File: config.mk
export PLATFORM = sky130hd
export DESIGN_NAME = burst_arbiter_flat
export DESIGN_NICKNAME = d
export VERILOG_FILES = /design/src/rtl/burst_arbiter_if.sv /design/src/rtl/burst_arbiter.sv /design/src/flat_wrapper.sv
export SDC_FILE = /design/constraint.sdc
export NUM_CORES = 1
export LEC_CHECK = 0
export BUFFER_PORTS_ARGS = -buffer_cell sky130_fd_sc_hd__buf_2
export CAP_MARGIN = 15
export CORE_ASPECT_RATIO = 0.75
export CORE_MARGIN = 2
export CORE_UTILIZATION = 47
export DETAILED_ROUTE_END_ITERATION = 8
export PLACE_DENSITY = 0.82
export SKIP_CTS_REPAIR_TIMING = 1
export SYNTH_ARGS = -nofsm -noshare
export SYNTH_HDL_FRONTEND = slang
export SYNTH_SLANG_ARGS = --single-unit
File: constraint.sdc
create_clock -name clk -period 4.2 [get_ports clk]
set_input_delay 0.84 -clock clk [delete_from_list [all_inputs] [get_ports clk]]
set_output_delay 0.84 -clock clk [all_outputs]
set_load 0.05 [all_outputs]
File: src/rtl/burst_arbiter_if.sv
// Bundle between the burst arbiter, its requesters and the burst controller.
// Latency: none; wires only.
// Backpressure: none; the arbiter drives grants, and the controller ends a burst with burst_done.
interface burst_arbiter_if #(
    parameter int NUM_REQ = 4,
    parameter int ID_W    = 2
);
    logic [NUM_REQ-1:0]   req;
    logic [4*NUM_REQ-1:0] req_len;
    logic [2*NUM_REQ-1:0] req_mode;
    logic [NUM_REQ-1:0]   gnt;
    logic [NUM_REQ-1:0]   done;
    logic                 start_burst;
    logic [3:0]           burst_length;
    logic [1:0]           burst_mode;
    logic                 burst_done;
    logic [ID_W-1:0]      grant_id;
    logic                 busy;
    logic                 timeout_err;

    // Arbiter side.
    modport master (
        input  req, req_len, req_mode, burst_done,
        output gnt, done, start_burst, burst_length, burst_mode,
               grant_id, busy, timeout_err
    );

    // Requester and controller side.
    modport slave (
        output req, req_len, req_mode, burst_done,
        input  gnt, done, start_burst, burst_length, burst_mode,
               grant_id, busy, timeout_err
    );
endinterface

File: src/rtl/burst_arbiter.sv
// Round-robin arbiter that shares one burst controller; optional watchdog via BURST_ARB_TIMEOUT_EN.
// Latency: grant 1 cycle after req is sampled in idle, start_burst 1 cycle later, done 1 cycle after burst_done.
// Backpressure: the grant is held until burst_done (or a watchdog expiry); req is only looked at while idle.
module burst_arbiter #(
    parameter int NUM_REQ  = 4,
    parameter int ID_W     = 2,
    parameter int MAX_WAIT = 255
) (
    input  logic          clk,
    input  logic          rst,
    burst_arbiter_if.master bus
);
    localparam logic [1:0] S_IDLE  = 2'd0;
    localparam logic [1:0] S_ISSUE = 2'd1;
    localparam logic [1:0] S_WAIT  = 2'd2;

    logic [1:0]                 state;
    logic [ID_W-1:0]            rr_ptr;
    logic [NUM_REQ-1:0]         gnt_q;
    logic [NUM_REQ-1:0]         done_q;
    logic                       start_q;
    logic [3:0]                 len_q;
    logic [1:0]                 mode_q;
    logic [ID_W-1:0]            gid_q;
    logic                       busy_q;

    logic [NUM_REQ-1:0][3:0]    len_arr;
    logic [NUM_REQ-1:0][1:0]    mode_arr;
    logic                       win_vld;
    logic [ID_W-1:0]            win_id;
    logic [ID_W-1:0]            idx_w;
    int                         idx;

    assign len_arr  = bus.req_len;
    assign mode_arr = bus.req_mode;

    // Winner is the first pending request after the last owner, wrapping at NUM_REQ.
    always_comb begin
        win_vld = 1'b0;
        win_id  = rr_ptr;
        idx     = 0;
        idx_w   = '0;
        for (int k = 1; k <= NUM_REQ; k++) begin
            idx = int'(rr_ptr) + k;
            if (idx >= NUM_REQ) idx = idx - NUM_REQ;
            idx_w = ID_W'(idx);
            if (!win_vld && bus.req[idx_w]) begin
                win_vld = 1'b1;
                win_id  = idx_w;
            end
        end
    end

`ifdef BURST_ARB_TIMEOUT_EN
    logic [7:0] wait_cnt;
    logic       terr_q;
`endif

    // Arbitration state machine; every output is a register.
    always_ff @(posedge clk) begin
        if (rst) begin
            state   <= S_IDLE;
            rr_ptr  <= ID_W'(NUM_REQ - 1);
            gnt_q   <= '0;
            done_q  <= '0;
            start_q <= 1'b0;
            len_q   <= '0;
            mode_q  <= '0;
            gid_q   <= ID_W'(NUM_REQ - 1);
            busy_q  <= 1'b0;
`ifdef BURST_ARB_TIMEOUT_EN
            wait_cnt <= '0;
            terr_q   <= 1'b0;
`endif
        end else begin
            start_q <= 1'b0;
            done_q  <= '0;
            case (state)
                S_IDLE: begin
                    if (win_vld) begin
                        gnt_q  <= NUM_REQ'(1) << win_id;
                        gid_q  <= win_id;
                        rr_ptr <= win_id;
                        len_q  <= len_arr[win_id];
                        mode_q <= mode_arr[win_id];
                        busy_q <= 1'b1;
                        state  <= S_ISSUE;
                    end
                end
                S_ISSUE: begin
                    start_q <= 1'b1;
                    state   <= S_WAIT;
`ifdef BURST_ARB_TIMEOUT_EN
                    wait_cnt <= '0;
`endif
                end
                S_WAIT: begin
                    if (bus.burst_done) begin
                        gnt_q  <= '0;
                        done_q <= NUM_REQ'(1) << gid_q;
                        busy_q <= 1'b0;
                        state  <= S_IDLE;
                    end
`ifdef BURST_ARB_TIMEOUT_EN
                    else if (wait_cnt == 8'(MAX_WAIT - 1)) begin
                        // Controller never answered: release the owner and flag it.
                        gnt_q  <= '0;
                        done_q <= NUM_REQ'(1) << gid_q;
                        busy_q <= 1'b0;
                        terr_q <= 1'b1;
                        state  <= S_IDLE;
                    end else begin
                        wait_cnt <= wait_cnt + 8'd1;
                    end
`endif
                end
                default: begin
                    gnt_q  <= '0;
                    busy_q <= 1'b0;
                    state  <= S_IDLE;
                end
            endcase
        end
    end

    assign bus.gnt          = gnt_q;
    assign bus.done         = done_q;
    assign bus.start_burst  = start_q;
    assign bus.burst_length = len_q;
    assign bus.burst_mode   = mode_q;
    assign bus.grant_id     = gid_q;
    assign bus.busy         = busy_q;
`ifdef BURST_ARB_TIMEOUT_EN
    assign bus.timeout_err  = terr_q;
`else
    assign bus.timeout_err  = 1'b0;
`endif
endmodule
File: src/flat_wrapper.sv
// flat-port wrapper written by rule: the top's interface ports become plain ports
module burst_arbiter_flat 
#(
    parameter int NUM_REQ  = 4,
    parameter int ID_W     = 2,
    parameter int MAX_WAIT = 255
)
  (clk, rst, bus_req, bus_req_len, bus_req_mode, bus_burst_done, bus_gnt, bus_done, bus_start_burst, bus_burst_length, bus_burst_mode, bus_grant_id, bus_busy, bus_timeout_err);
  burst_arbiter_if #(.NUM_REQ(NUM_REQ), .ID_W(ID_W)) bus_i ();
  input  logic clk;
  input  logic rst;
  input wire logic [$bits(bus_i.req)-1:0] bus_req;
  input wire logic [$bits(bus_i.req_len)-1:0] bus_req_len;
  input wire logic [$bits(bus_i.req_mode)-1:0] bus_req_mode;
  input wire logic [$bits(bus_i.burst_done)-1:0] bus_burst_done;
  output wire logic [$bits(bus_i.gnt)-1:0] bus_gnt;
  output wire logic [$bits(bus_i.done)-1:0] bus_done;
  output wire logic [$bits(bus_i.start_burst)-1:0] bus_start_burst;
  output wire logic [$bits(bus_i.burst_length)-1:0] bus_burst_length;
  output wire logic [$bits(bus_i.burst_mode)-1:0] bus_burst_mode;
  output wire logic [$bits(bus_i.grant_id)-1:0] bus_grant_id;
  output wire logic [$bits(bus_i.busy)-1:0] bus_busy;
  output wire logic [$bits(bus_i.timeout_err)-1:0] bus_timeout_err;
  assign bus_i.req = bus_req;
  assign bus_i.req_len = bus_req_len;
  assign bus_i.req_mode = bus_req_mode;
  assign bus_i.burst_done = bus_burst_done;
  assign bus_gnt = bus_i.gnt;
  assign bus_done = bus_i.done;
  assign bus_start_burst = bus_i.start_burst;
  assign bus_burst_length = bus_i.burst_length;
  assign bus_burst_mode = bus_i.burst_mode;
  assign bus_grant_id = bus_i.grant_id;
  assign bus_busy = bus_i.busy;
  assign bus_timeout_err = bus_i.timeout_err;
  burst_arbiter #(.NUM_REQ(NUM_REQ), .ID_W(ID_W), .MAX_WAIT(MAX_WAIT)) u_core (.clk(clk), .rst(rst), .bus(bus_i));
endmodule
=== Word level (Yosys, flattened, before mapping) ===
Cells that the tools add are included.
W data, S select, Z words.

* Register bits after elaboration: 20
* Word-level logic and storage cells: 79
* Output and inout bits: 19

* Mux-type cells: 34
* Shifts and indexed selects: 2
* Equality and inequality tests: 4
* Add/subtract/negate cells: 8
* Reductions and logical operators: 11
* Magnitude comparators: 9
* Bitwise logic cells: 3

{| class="wikitable"
|+ Operators with widths
! cell !! count
|-
| $mux W2 || 11
|-
| $lt A2 B3 Y1 const B || 5
|-
| $mux W4 || 3
|-
| $pmux W4 S3 || 1
|-
| $mux W1 || 11
|-
| $ge A3 B3 Y1 const B || 3
|-
| $bmux W1 S2 || 4
|-
| $bmux W4 S2 || 1
|-
| $shl A1 B2 Y4 const A || 2
|-
| $sub A2 B1 Y2 const B || 4
|-
| $add A2 B2 Y3 const B || 2
|-
| $pmux W2 S3 || 1
|-
| $add A2 B3 Y4 const B || 1
|-
| $bmux W2 S2 || 1
|-
| $ge A4 B3 Y1 const B || 1
|-
| $reduce_and A2 Y1 || 2
|-
| $add A2 B1 Y3 const B || 1
|-
| $logic_and A1 B1 Y1 || 3
|-
| $logic_not A1 Y1 || 3
|-
| $not A1 Y1 || 3
|-
| $pmux W1 S3 || 1
|-
| $reduce_and A3 Y1 || 1
|-
| $reduce_or A3 Y1 || 1
|-
| $eq A2 B1 Y1 const B || 1
|-
| 4 further kinds || 4
|}

=== Depth between registers and ports, before layout ===
Gate-level depths: netlist of the first run.

* Depth after elaboration: 18
* Gate-level depth with buffers: 7
* Mapped depth without buffers: 5

=== Least setup slack after synthesis of the first run ===
Ideal clock, no wire load.

* Kind: input -> register
* Start: input bus_req[2]
* End: register u_core.rr_ptr[0]
* Library setup time: 0.120 ns
* Stages on the path: 4
* Setup slack: 2.217 ns
* Data arrival time: 1.863 ns
* Cell sequence: o41ai_2 > buf_4 > nor2_1 > a211o_1

* Word-level cells in the longest chain between the ends: 13
* Elaborated cells on any way between the ends: 23

{| class="wikitable"
|+ RTL lines
! element !! line !! text
|-
| start, declared || flat_wrapper.sv:12 || <nowiki>input wire logic [$bits(bus_i.req)-1:0] bus_req;</nowiki>
|-
| $bmux W1 S2 || burst_arbiter.sv:47 || <nowiki>if (!win_vld && bus.req[idx_w]) begin</nowiki>
|-
| $mux W1 (not written as such) || burst_arbiter.sv:47 ||
|-
| $mux W1 || burst_arbiter.sv:47 ||
|-
| $logic_not A1 Y1 || burst_arbiter.sv:47 ||
|-
| $logic_and A1 B1 Y1 || burst_arbiter.sv:47 ||
|-
| $mux W1 || burst_arbiter.sv:47 ||
|-
| $logic_not A1 Y1 || burst_arbiter.sv:47 ||
|-
| $logic_and A1 B1 Y1 || burst_arbiter.sv:47 ||
|-
| $mux W1 || burst_arbiter.sv:47 ||
|-
| $logic_not A1 Y1 || burst_arbiter.sv:47 ||
|-
| $logic_and A1 B1 Y1 || burst_arbiter.sv:47 ||
|-
| $mux W1 || burst_arbiter.sv:47 ||
|-
| $reduce_and A2 Y1 (no source line) || n/a ||
|-
| end signal, assigned || burst_arbiter.sv:63 || <nowiki>rr_ptr <= ID_W'(NUM_REQ - 1);</nowiki>
|-
| end signal, assigned || burst_arbiter.sv:83 || <nowiki>rr_ptr <= win_id;</nowiki>
|-
| end, declared || burst_arbiter.sv:18 || <nowiki>logic [ID_W-1:0] rr_ptr;</nowiki>
|}

Parallel ways exist; a longest one is shown, timed or not. The select of a mux whose other input is x is not followed.
A chain may end at the register's enable or synchronous reset.

==> metrics.md, run 1 <==
| Metric | Value |
|---|---|
| Die span in x | ~57 microns |
| EDFF count, synth | 0 |
| Port Buffer Count | 48 |
| Final worst clock skew | roughly 5.5 ps |
| Pin count of the biggest net entering global routing | 18 |
| Total routed wirelength | ~2200 microns |
| Antenna diode count | 0 |
| Area occupied by multi-input gates | approximately 540 sq um |
| Required time of the worst setup path | 3360 ps |
| LEAKAGE | about 0.61 nW |
| Initial standard-cell utilization of the core | between 40% and 50% |
| Max Slew Vio Count | 0 |
| Count of pins on the block boundary | 50 |
| Initial detailed-routing violation count | 21 |
| Hold Path Stages | 2 |
| Endpoint kind of the worst setup timing path | output port |
| Total routing usage reported by global routing | 18.7% |
| Number of failing hold endpoints at the final stage | 0 |
| CTS tree | built |
| Cells traversed along the worst timing path | buf_2 |
| Cell with the most instances after synthesis | dfxtp_1 |
| Distinct cells, synth | 33 |
| Number of nets in the layout | 178 |
| Number of endpoints failing setup at the final stage | 0 |
| Type of the tightest min-delay check | flop to flop |
| Capture instance of the worst register-to-register path | u_core.bus.burst_mode[1] |
| Register-to-Register Setup Slack | ~2300 ps |
| Min-Delay Endpoint | u_core.bus.gnt[3] |
| Hold path startpoint | u_core.bus.gnt[3] |
| Worst relative slew slack | 35.9% |
| Total CTS buffers | 3 |
| Cell with the largest stage delay on the worst path | dfxtp_1 |
| First-pass GRT wire length | approximately 3600 microns |
| Post-Synthesis Net Count | 130 |
| # clock sinks | 20 |
| Final worst path period share | roughly 50% |
| Initial antenna violation count | 0 |
| Largest fanout on the critical path | 12 |
| WL/cell | 13.2 microns |
| Stage delay of the slowest cell on the critical path | around 600 ps |
| Area of the core | about 0.002 sq mm |
| Clock transition at path regs | about 110 ps |
| Number of standard-cell rows in the floorplan | 14 |
| Top cell type by total area after synthesis | dfxtp_1 |
| Syn Inst Count | between 90 and 100 |
| Leading register cell type out of synthesis | dfxtp_1 |
| Number of global-route vias before repair | 843 |
| Routability cong. | just over 0.7 |
| Gate family responsible for the most delay along the worst path | flip-flops |
| Number of buffers on the longest clock path | 2 |
| Root buffer selected by CTS | clkbuf_4 |
| Synth top cells by count | dfxtp_1 (20), mux2i_1 (12), nor2_1 (8) |
| Ranking of synthesized cells by area | dfxtp_1 (41%), mux2i_1 (12%), nand3b_1 (5.3%) |
| Timing-limited maximum frequency | slightly below 500 MHz |
| Clock period minus worst slack | between 2000 and 2500 ps |
| Unrepaired setup endpoints after global routing | false |
| Number of cells on the worst reg-to-reg path | 3 |
| Count of nets left with antenna violations after detail routing | 0 |
| Total negative slack for setup checks | 0 ps |
| Die H | about 44 microns |
| Die area | 0.00249 sq mm |
| Worst ir drop on vdd | about 0.00027 V |
| Launch point of the worst reg-to-reg path | u_core.rr_ptr[1] |
| Sequential cell area | 400 sq um |
| Post-synthesis instance area | about 1000 sq um |
| Sequential share of the synthesized area | around two fifths |
| Average via count per standard cell | between 5 and 6 |
| Number of vias in the routed layout | about 920 |
| Max-cap check violation count | 0 |
| Run status | finished, final reports clean |
| Yosys warnings | 0 |
| FFs w/ async S/R, synth | 0% |
| Seq cells post-synth | 20 |
| Critical setup path kind | flop to output port |
| Mapped Avg Cell Area | 9.98 sq um |
| HPWL after DPL | about 1600 microns |
| Total power of the final layout | just under 0.6 mW |
| Actual transition at the worst max-transition pin | approximately 960 ps |
| H-tree lvl count | 1 |
| Fill count | 178 |
| Worst EP arrival | roughly 1200 ps |
| Number of detailed-routing iterations run before antenna repair | 4 |
| Fraction of post-synthesis cell area in the top cell type by area | 40.5% |
| Crit path buffers/inverters | 1 |
| Ratio of total power to cell area | around 460 mW/mm^2 |
| Post-detailed-route DRC marker count | 0 |
| Worst Setup Start Kind | flop |
| Synth-to-Final Area Change | 27.1% |
| Clock Latency Late Sink | 300 ps |
| Layout cell share with drive strength beyond 1 | roughly two fifths |
| Total congestion overflow | 0 |
-- kinds of logic after synthesis --
logic type | Yosys count | share of synthesized area (%)
multiplexers | 12 | 12.2
buffers and inverters | 7 | 5.06
AND/OR/NAND/NOR | 38 | 23.2
other | 1 | 0.379
flip-flops | 20 | 40.5
AO/OA/AOI/OAI | 21 | 18.7
-- report_power, final --
part	internal (mW)	total (mW)	switching, mW
clock network	0.0528	0.110	0.0570
registers	0.214	0.234	0.0203
logic	0.0803	0.234	0.154
total	0.347	0.578	0.231
-- layer usage --
metal | up-vias | share of wire [%] | wire [microns] | global-route usage, %
met5 | - | 0 | 0 | 0
met4 | 0 | 0.45 | 10 | 4.19
met3 | 2 | 7.2 | 161 | 7.46
met2 | 37 | 47 | 1050 | 30.6
met1 | 416 | 45 | 1020 | 23.7
li1 | 460 | - | - | -
-- state kept, by name, summed over array words and instances (netlist names) --
name / count
u_core.bus.burst_length: 4
u_core.bus.done: 4
u_core.bus.gnt: 4
u_core.bus.burst_mode: 2
u_core.rr_ptr: 2
u_core.state: 2
u_core.bus.busy: 1
u_core.bus.start_burst: 1
-- cell usage in the layout, fill, tap and decap left out, types with 2 or more instances in the layout --
cell,synthesis,layout
o221ai_1,6,6
nand2_1,7,7
dfxtp_1,20,20
clkbuf_4,0,3
a21oi_1,5,5
mux2i_1,12,12
a211o_1,2,2
nand3b_1,7,7
nor2_1,8,8
a32oi_1,2,2
or3_1,2,2
nand2b_1,4,4
buf_2,0,48
-- metrics by stage --
stage / std cells / setup slack [ps] / area [sq um] / hold WS (ps) / util (%)
2_1_floorplan: 99 / 2220 / 988 / 478 / -
3_3_place_gp: 166 / 1910 / 1220 / 442 / 61.1
3_5_place_dp: 166 / 1850 / 1220 / 452 / 61.1
4_1_cts: 170 / 2100 / 1260 / 468 / 62.9
5_1_grt: 170 / 2040 / 1260 / 489 / 62.9
6_report: 170 / 2120 / 1260 / 468 / 62.9
-- worst max path at each step --
stage	from	to	slack, ps	depth (start not counted)
final	u_core.rr_ptr[1]	bus_grant_id[1]	2120	1
after global routing	u_core.rr_ptr[1]	bus_grant_id[1]	2040	1
after CTS	u_core.rr_ptr[1]	bus_grant_id[1]	2100	1
after detailed placement	bus_req[2]	u_core.bus.burst_mode[1]	1850	4
after global placement	bus_req[2]	u_core.bus.burst_mode[1]	1910	4
after floorplan	bus_req[2]	u_core.rr_ptr[0]	2220	4
-- final cells by class --
type,instances,share of cell area [%]
well taps,24,2.39
clock buffers,4,2.89
repair buffers,49,19.7
flip-flops and latches,20,31.9
inverters,1,0.299
multi-input cells,72,42.8
Power figures use the tool's default switching activity.
==> inputs of run 2 (changes only) <==
Settings changed: CORE_UTILIZATION 47 to 44, PLACE_DENSITY 0.82 to 0.78.
Clock period 4.2 ns to 2 ns, I/O delays scaled along.
==> metrics.md, run 2 (same netlist as run 1, synthesis figures left out) <==
| Metric | Value |
|---|---|
| Run status | finished with violations |
| Failing checks | DRC |
| Pin count of the biggest net entering global routing | 18 |
| Total routing usage reported by global routing | roughly 18% |
| Unrepaired setup endpoints after global routing | false |
| Cell with the largest stage delay on the worst path | o311ai_4 |
| Number of buffers on the longest clock path | 2 |
| Final worst path period share | 93.1% |
| Average via count per standard cell | 5.42 |
| Sw power | about 0.48 mW |
| Final worst clock skew | roughly 12 ps |
| Number of standard-cell rows in the floorplan | 14 |
| HPWL after DPL | 1770 microns |
| Int Power | ~0.7 mW |
| Clock share of power | 16.0% |
| Cells traversed along the worst timing path | o311ai_4, mux2i_1, o221ai_1 |
| Total negative slack for setup checks | 0 ps |
| Die H | around 45 microns |
| Timing-limited maximum frequency | roughly 540 MHz |
| Initial detailed-routing violation count | 47 |
| Number of nets in the layout | ~180 |
| H-tree lvl count | 1 |
| First-pass GRT wire length | 3590 microns |
| Worst EP arrival | about 2000 ps |
| Clock period minus worst slack | 1860 ps |
| Max Slew Vio Count | 0 |
| Cell area reported after detailed placement | around 0.0012 sq mm |
| Total routed wirelength | 2270 microns |
| Ratio of total power to cell area | between 900 and 1000 mW/mm^2 |
| Total power of the final layout | ~1.2 mW |
| Type of the tightest min-delay check | input port to flop |
| CTS tree | built |
| Non-filler cells in the finished layout | 170 |
| Number of global-route vias before repair | between 800 and 900 |
| Most common cell after layout, fill and taps aside | buf_2 |
| Number of vias in the routed layout | slightly above 900 |
| Post-detailed-route DRC marker count | 1 |
| Combinational fraction of design power | around two fifths |
| Antenna diode count | 0 |
| Total CTS buffers | 3 |
| # clock sinks | 20 |
| Number of detailed-routing iterations run before antenna repair | 6 |
| Stage delay of the slowest cell on the critical path | roughly 870 ps |
| Clock Latency Late Sink | ~300 ps |
| Worst setup margin | approximately 140 ps |
| Commonest cells after routing, fill and taps aside | buf_2 (48), dfxtp_1 (20), mux2i_1 (12), nor2_1 (8) |
| Post-placement setup slack | between 70 and 80 ps |
| Endpoint kind of the worst setup timing path | flop |
| Net switching fraction of the power | between 40% and 50% |
| Root buffer selected by CTS | clkbuf_4 |
| Initial antenna violation count | 0 |
| Clock transition at path regs | 110 ps |
| WHS | slightly below 400 ps |
| Final design utilization | around three fifths |
| Critical setup path kind | flop to flop |
| Largest fanout on the critical path | 17 |
| Max-cap check violation count | 0 |
| Required time of the worst setup path | about 2200 ps |
| Worst relative slew slack | around 38% |
| Layout cell share with drive strength beyond 1 | 41.1% |
| Number of endpoints failing setup at the final stage | 0 |
| Synth-to-Final Area Change | 26.5% |
| Count of nets left with antenna violations after detail routing | 0 |
| Die area | ~0.0026 sq mm |
| Routability cong. | 0.774 |
| DP Cell Count | ~170 |
| Initial standard-cell utilization of the core | 47.8% |
| Worst Setup Start Kind | flop |
| Fill count | between 150 and 200 |
| Port Buffer Count | between 40 and 50 |
| Portion of total power attributed to sequential cells | 42.0% |
| LEAKAGE | between 0.6 and 0.7 nW |
| WL/cell | 13.4 microns |
| Die span in x | between 50 and 60 microns |
| Number of failing hold endpoints at the final stage | 0 |
| Worst ir drop on vdd | about 0.00054 V |
| Total congestion overflow | 0 |
| Post-route design area | approximately 0.0012 sq mm |
| Count of pins on the block boundary | 50 |
| Area of the core | roughly 0.0021 sq mm |
| Actual transition at the worst max-transition pin | 928 ps |
## run 2: path summary, 6_finish.rpt
kind / endpoint / slack [ps] / startpoint / depth (start not counted)
setup reg to reg: u_core.bus.burst_length[1] / 140 / u_core.rr_ptr[1] / 3
hold reg to reg: u_core.bus.gnt[3] / 460 / u_core.bus.gnt[3] / 2
setup / recovery: u_core.bus.burst_length[1] / 140 / u_core.rr_ptr[1] / 3
hold / removal: u_core.bus.burst_length[3] / 390 / bus_req_len[11] / 3
## run 2: cell type report
class | count | area, sq um | share of cell area [%]
clock buffer | 3 | 22.5 | 1.80
inverter | 1 | 3.75 | 0.300
multi-input combinational | 72 | 538 | 43.0
sequential | 20 | 400 | 32.0
tap | 24 | 30.0 | 2.40
timing repair buffer | 50 | 255 | 20.4
## run 2: power by group through the flow
| stage | registers [mW] | logic [mW] | clock network [mW] |
|---|---|---|---|
| after floorplan | 0.643 | 0.244 | 0 |
| after global placement | 0.498 | 0.485 | 0 |
| after detailed placement | 0.499 | 0.492 | 0 |
| after CTS | 0.491 | 0.493 | 0.191 |
| after global routing | 0.499 | 0.522 | 0.206 |
| final | 0.491 | 0.491 | 0.188 |
## run 2: critical path: cells and delay by family, from the launching register on
kind / cells / cell delay [ps]
mux: 1 / 280
compound gates: 2 / 1020
flops: 1 / 450
## run 2: metal layers
layer,wire [microns],track usage [%]
met4,27,5.45
met1,969,23.6
met5,0,0
met2,1180,29.1
met3,96,5.44
==> inputs of run 3 (changes only) <==
Settings changed: CORE_UTILIZATION 44 to 47, PLACE_DENSITY 0.78 to 0.82.
Clock period 2 ns to 2.33 ns, I/O delays scaled along.
==> metrics.md, run 3 (same netlist as run 1, synthesis figures left out) <==
| Metric | Value |
|---|---|
| Run status | finished, final reports clean |
| Most common cell after layout, fill and taps aside | buf_2 |
| Worst EP arrival | approximately 2100 ps |
| Number of vias in the routed layout | between 900 and 1000 |
| Count of pins on the block boundary | 50 |
| Pin count of the biggest net entering global routing | 18 |
| First-pass GRT wire length | between 3000 and 4000 microns |
| Total CTS buffers | 3 |
| Number of nets in the layout | approximately 180 |
| LEAKAGE | 0.603 nW |
| Number of endpoints failing setup at the final stage | 0 |
| Launch point of the worst reg-to-reg path | u_core.rr_ptr[1] |
| Final worst clock skew | approximately 8.9 ps |
| Clock Latency Late Sink | around 290 ps |
| Start point of the critical path | u_core.rr_ptr[1] |
| Port Buffer Count | 48 |
| Ratio of total power to cell area | between 800 and 900 mW/mm^2 |
| Number of cells on the worst reg-to-reg path | 5 |
| Die span in x | 57.0 microns |
| Initial detailed-routing violation count | 29 |
| Total negative slack for setup checks | 0 ps |
| Post-detailed-route DRC marker count | 0 |
| Count of nets left with antenna violations after detail routing | 0 |
| Commonest cells after routing, fill and taps aside | buf_2 (48), dfxtp_1 (20), mux2i_1 (12), nor2_1 (8) |
| Worst relative slew slack | between 30 and 40% |
| Root buffer selected by CTS | clkbuf_4 |
| Actual transition at the worst max-transition pin | 933 ps |
| Initial standard-cell utilization of the core | 49.5% |
| Worst Setup Start Kind | flop |
| Total routed wirelength | between 2000 and 2500 microns |
| Number of failing hold endpoints at the final stage | 0 |
| Number of buffers on the longest clock path | 2 |
| Critical setup path kind | flop to flop |
| Clock transition at path regs | roughly 110 ps |
| Average via count per standard cell | ~5.5 |
| Non-filler cells in the finished layout | between 150 and 200 |
| Largest fanout on the critical path | 12 |
| Number of global-route vias before repair | between 800 and 900 |
| Total routing usage reported by global routing | between 10% and 20% |
| Antenna diode count | 0 |
| Number of standard-cell rows in the floorplan | 14 |
| Synth-to-Final Area Change | 25.7% |
| WL/cell | 12.7 microns |
| Max-cap check violation count | 0 |
| Endpoint kind of the worst setup timing path | flop |
| Total congestion overflow | 0 |
| Capture instance of the worst register-to-register path | u_core.bus.burst_mode[1] |
| HPWL after DPL | between 1500 and 2000 microns |
| Timing endpoint of the critical path | u_core.bus.burst_mode[1] |
| Fill count | between 200 and 250 |
| CTS tree | built |
| Worst ir drop on vdd | between 0.0005 and 0.0006 V |
| Die H | about 44 microns |
| Type of the tightest min-delay check | input port to flop |
| Max Slew Vio Count | 0 |
| Clock period minus worst slack | between 1500 and 2000 ps |
| DP Cell Count | between 150 and 200 |
| Area of the core | 0.00200 sq mm |
| Initial antenna violation count | 0 |
| Post-route design area | between 0.001 and 0.0015 sq mm |
| Unrepaired setup endpoints after global routing | false |
| Die area | 0.00249 sq mm |
| Number of detailed-routing iterations run before antenna repair | 4 |
| Layout cell share with drive strength beyond 1 | 40.7% |
| Cell area reported after detailed placement | ~0.0012 sq mm |
| H-tree lvl count | 1 |
| # clock sinks | 20 |
| Required time of the worst setup path | roughly 2500 ps |
| Final worst path period share | about 82% |
| Routability cong. | roughly 0.74 |
| Register-to-Register Setup Slack | slightly above 400 ps |
| Timing-limited maximum frequency | 522 MHz |
[run 3: cell count changes in the layout (fill, tap and decap cells not counted)]
cell   delta
buf_4     -1
[run 3: critical path, stage by stage, from the launching register on]
cell and delay, ps:
dfxtp_1 610, nand2b_1 170, a21oi_1 70, nor3_1 430
nand2_1 280, o221ai_1 260
[run 3: metal layers]
| metal | global-route usage [%] | part of all wire (%) | vias up |
|---|---|---|---|
| li1 | - | - | 457 |
| met1 | 21.7 | 42 | 429 |
| met2 | 30.1 | 49 | 36 |
| met3 | 5.67 | 8.2 | 0 |
| met4 | 1.40 | 0 | 0 |
| met5 | 0 | 0 | - |
[run 3: worst min-delay path by stage]
stage / start / end / slack [ps] / cells after the start
CTS: bus_burst_done / u_core.state[1] / 450 / 3
global placement: u_core.bus.gnt[3] / u_core.bus.gnt[3] / 440 / 2
detailed placement: u_core.bus.busy / u_core.bus.busy / 450 / 2
floorplan: u_core.state[0] / u_core.bus.start_burst / 480 / 2
finish: bus_burst_done / u_core.state[1] / 460 / 3
global route: bus_req_len[11] / u_core.bus.burst_length[3] / 470 / 3
[run 3: final cells by class]
cell class	count	area, sq um	area share, %
Timing Repair Buffer	49	248	19.9
Clock buffer	3	22.5	1.81
Multi-Input combinational cell	72	538	43.3
Tap cell	24	30.0	2.42
Inverter	1	3.75	0.302
Sequential cell	20	400	32.2
[run 3: per-stage QoR]
stage / worst slack [ps] / util, % / total power [mW] / hold WS [ps]
3_5_place_dp: 339 / 61.1 / 0.849 / 453
2_1_floorplan: 471 / - / 0.761 / 478
5_1_grt: 260 / 62.2 / 1.04 / 469
6_report: 415 / 62.2 / 0.994 / 457
3_3_place_gp: 410 / 61.1 / 0.837 / 441
4_1_cts: 417 / 62.2 / 1.00 / 448
[run 3: power breakdown]
part	total [mW]	switching (mW)	internal, mW
clock	0.155	0.0946	0.0601
combinational	0.419	0.274	0.145
sequential	0.421	0.0358	0.385
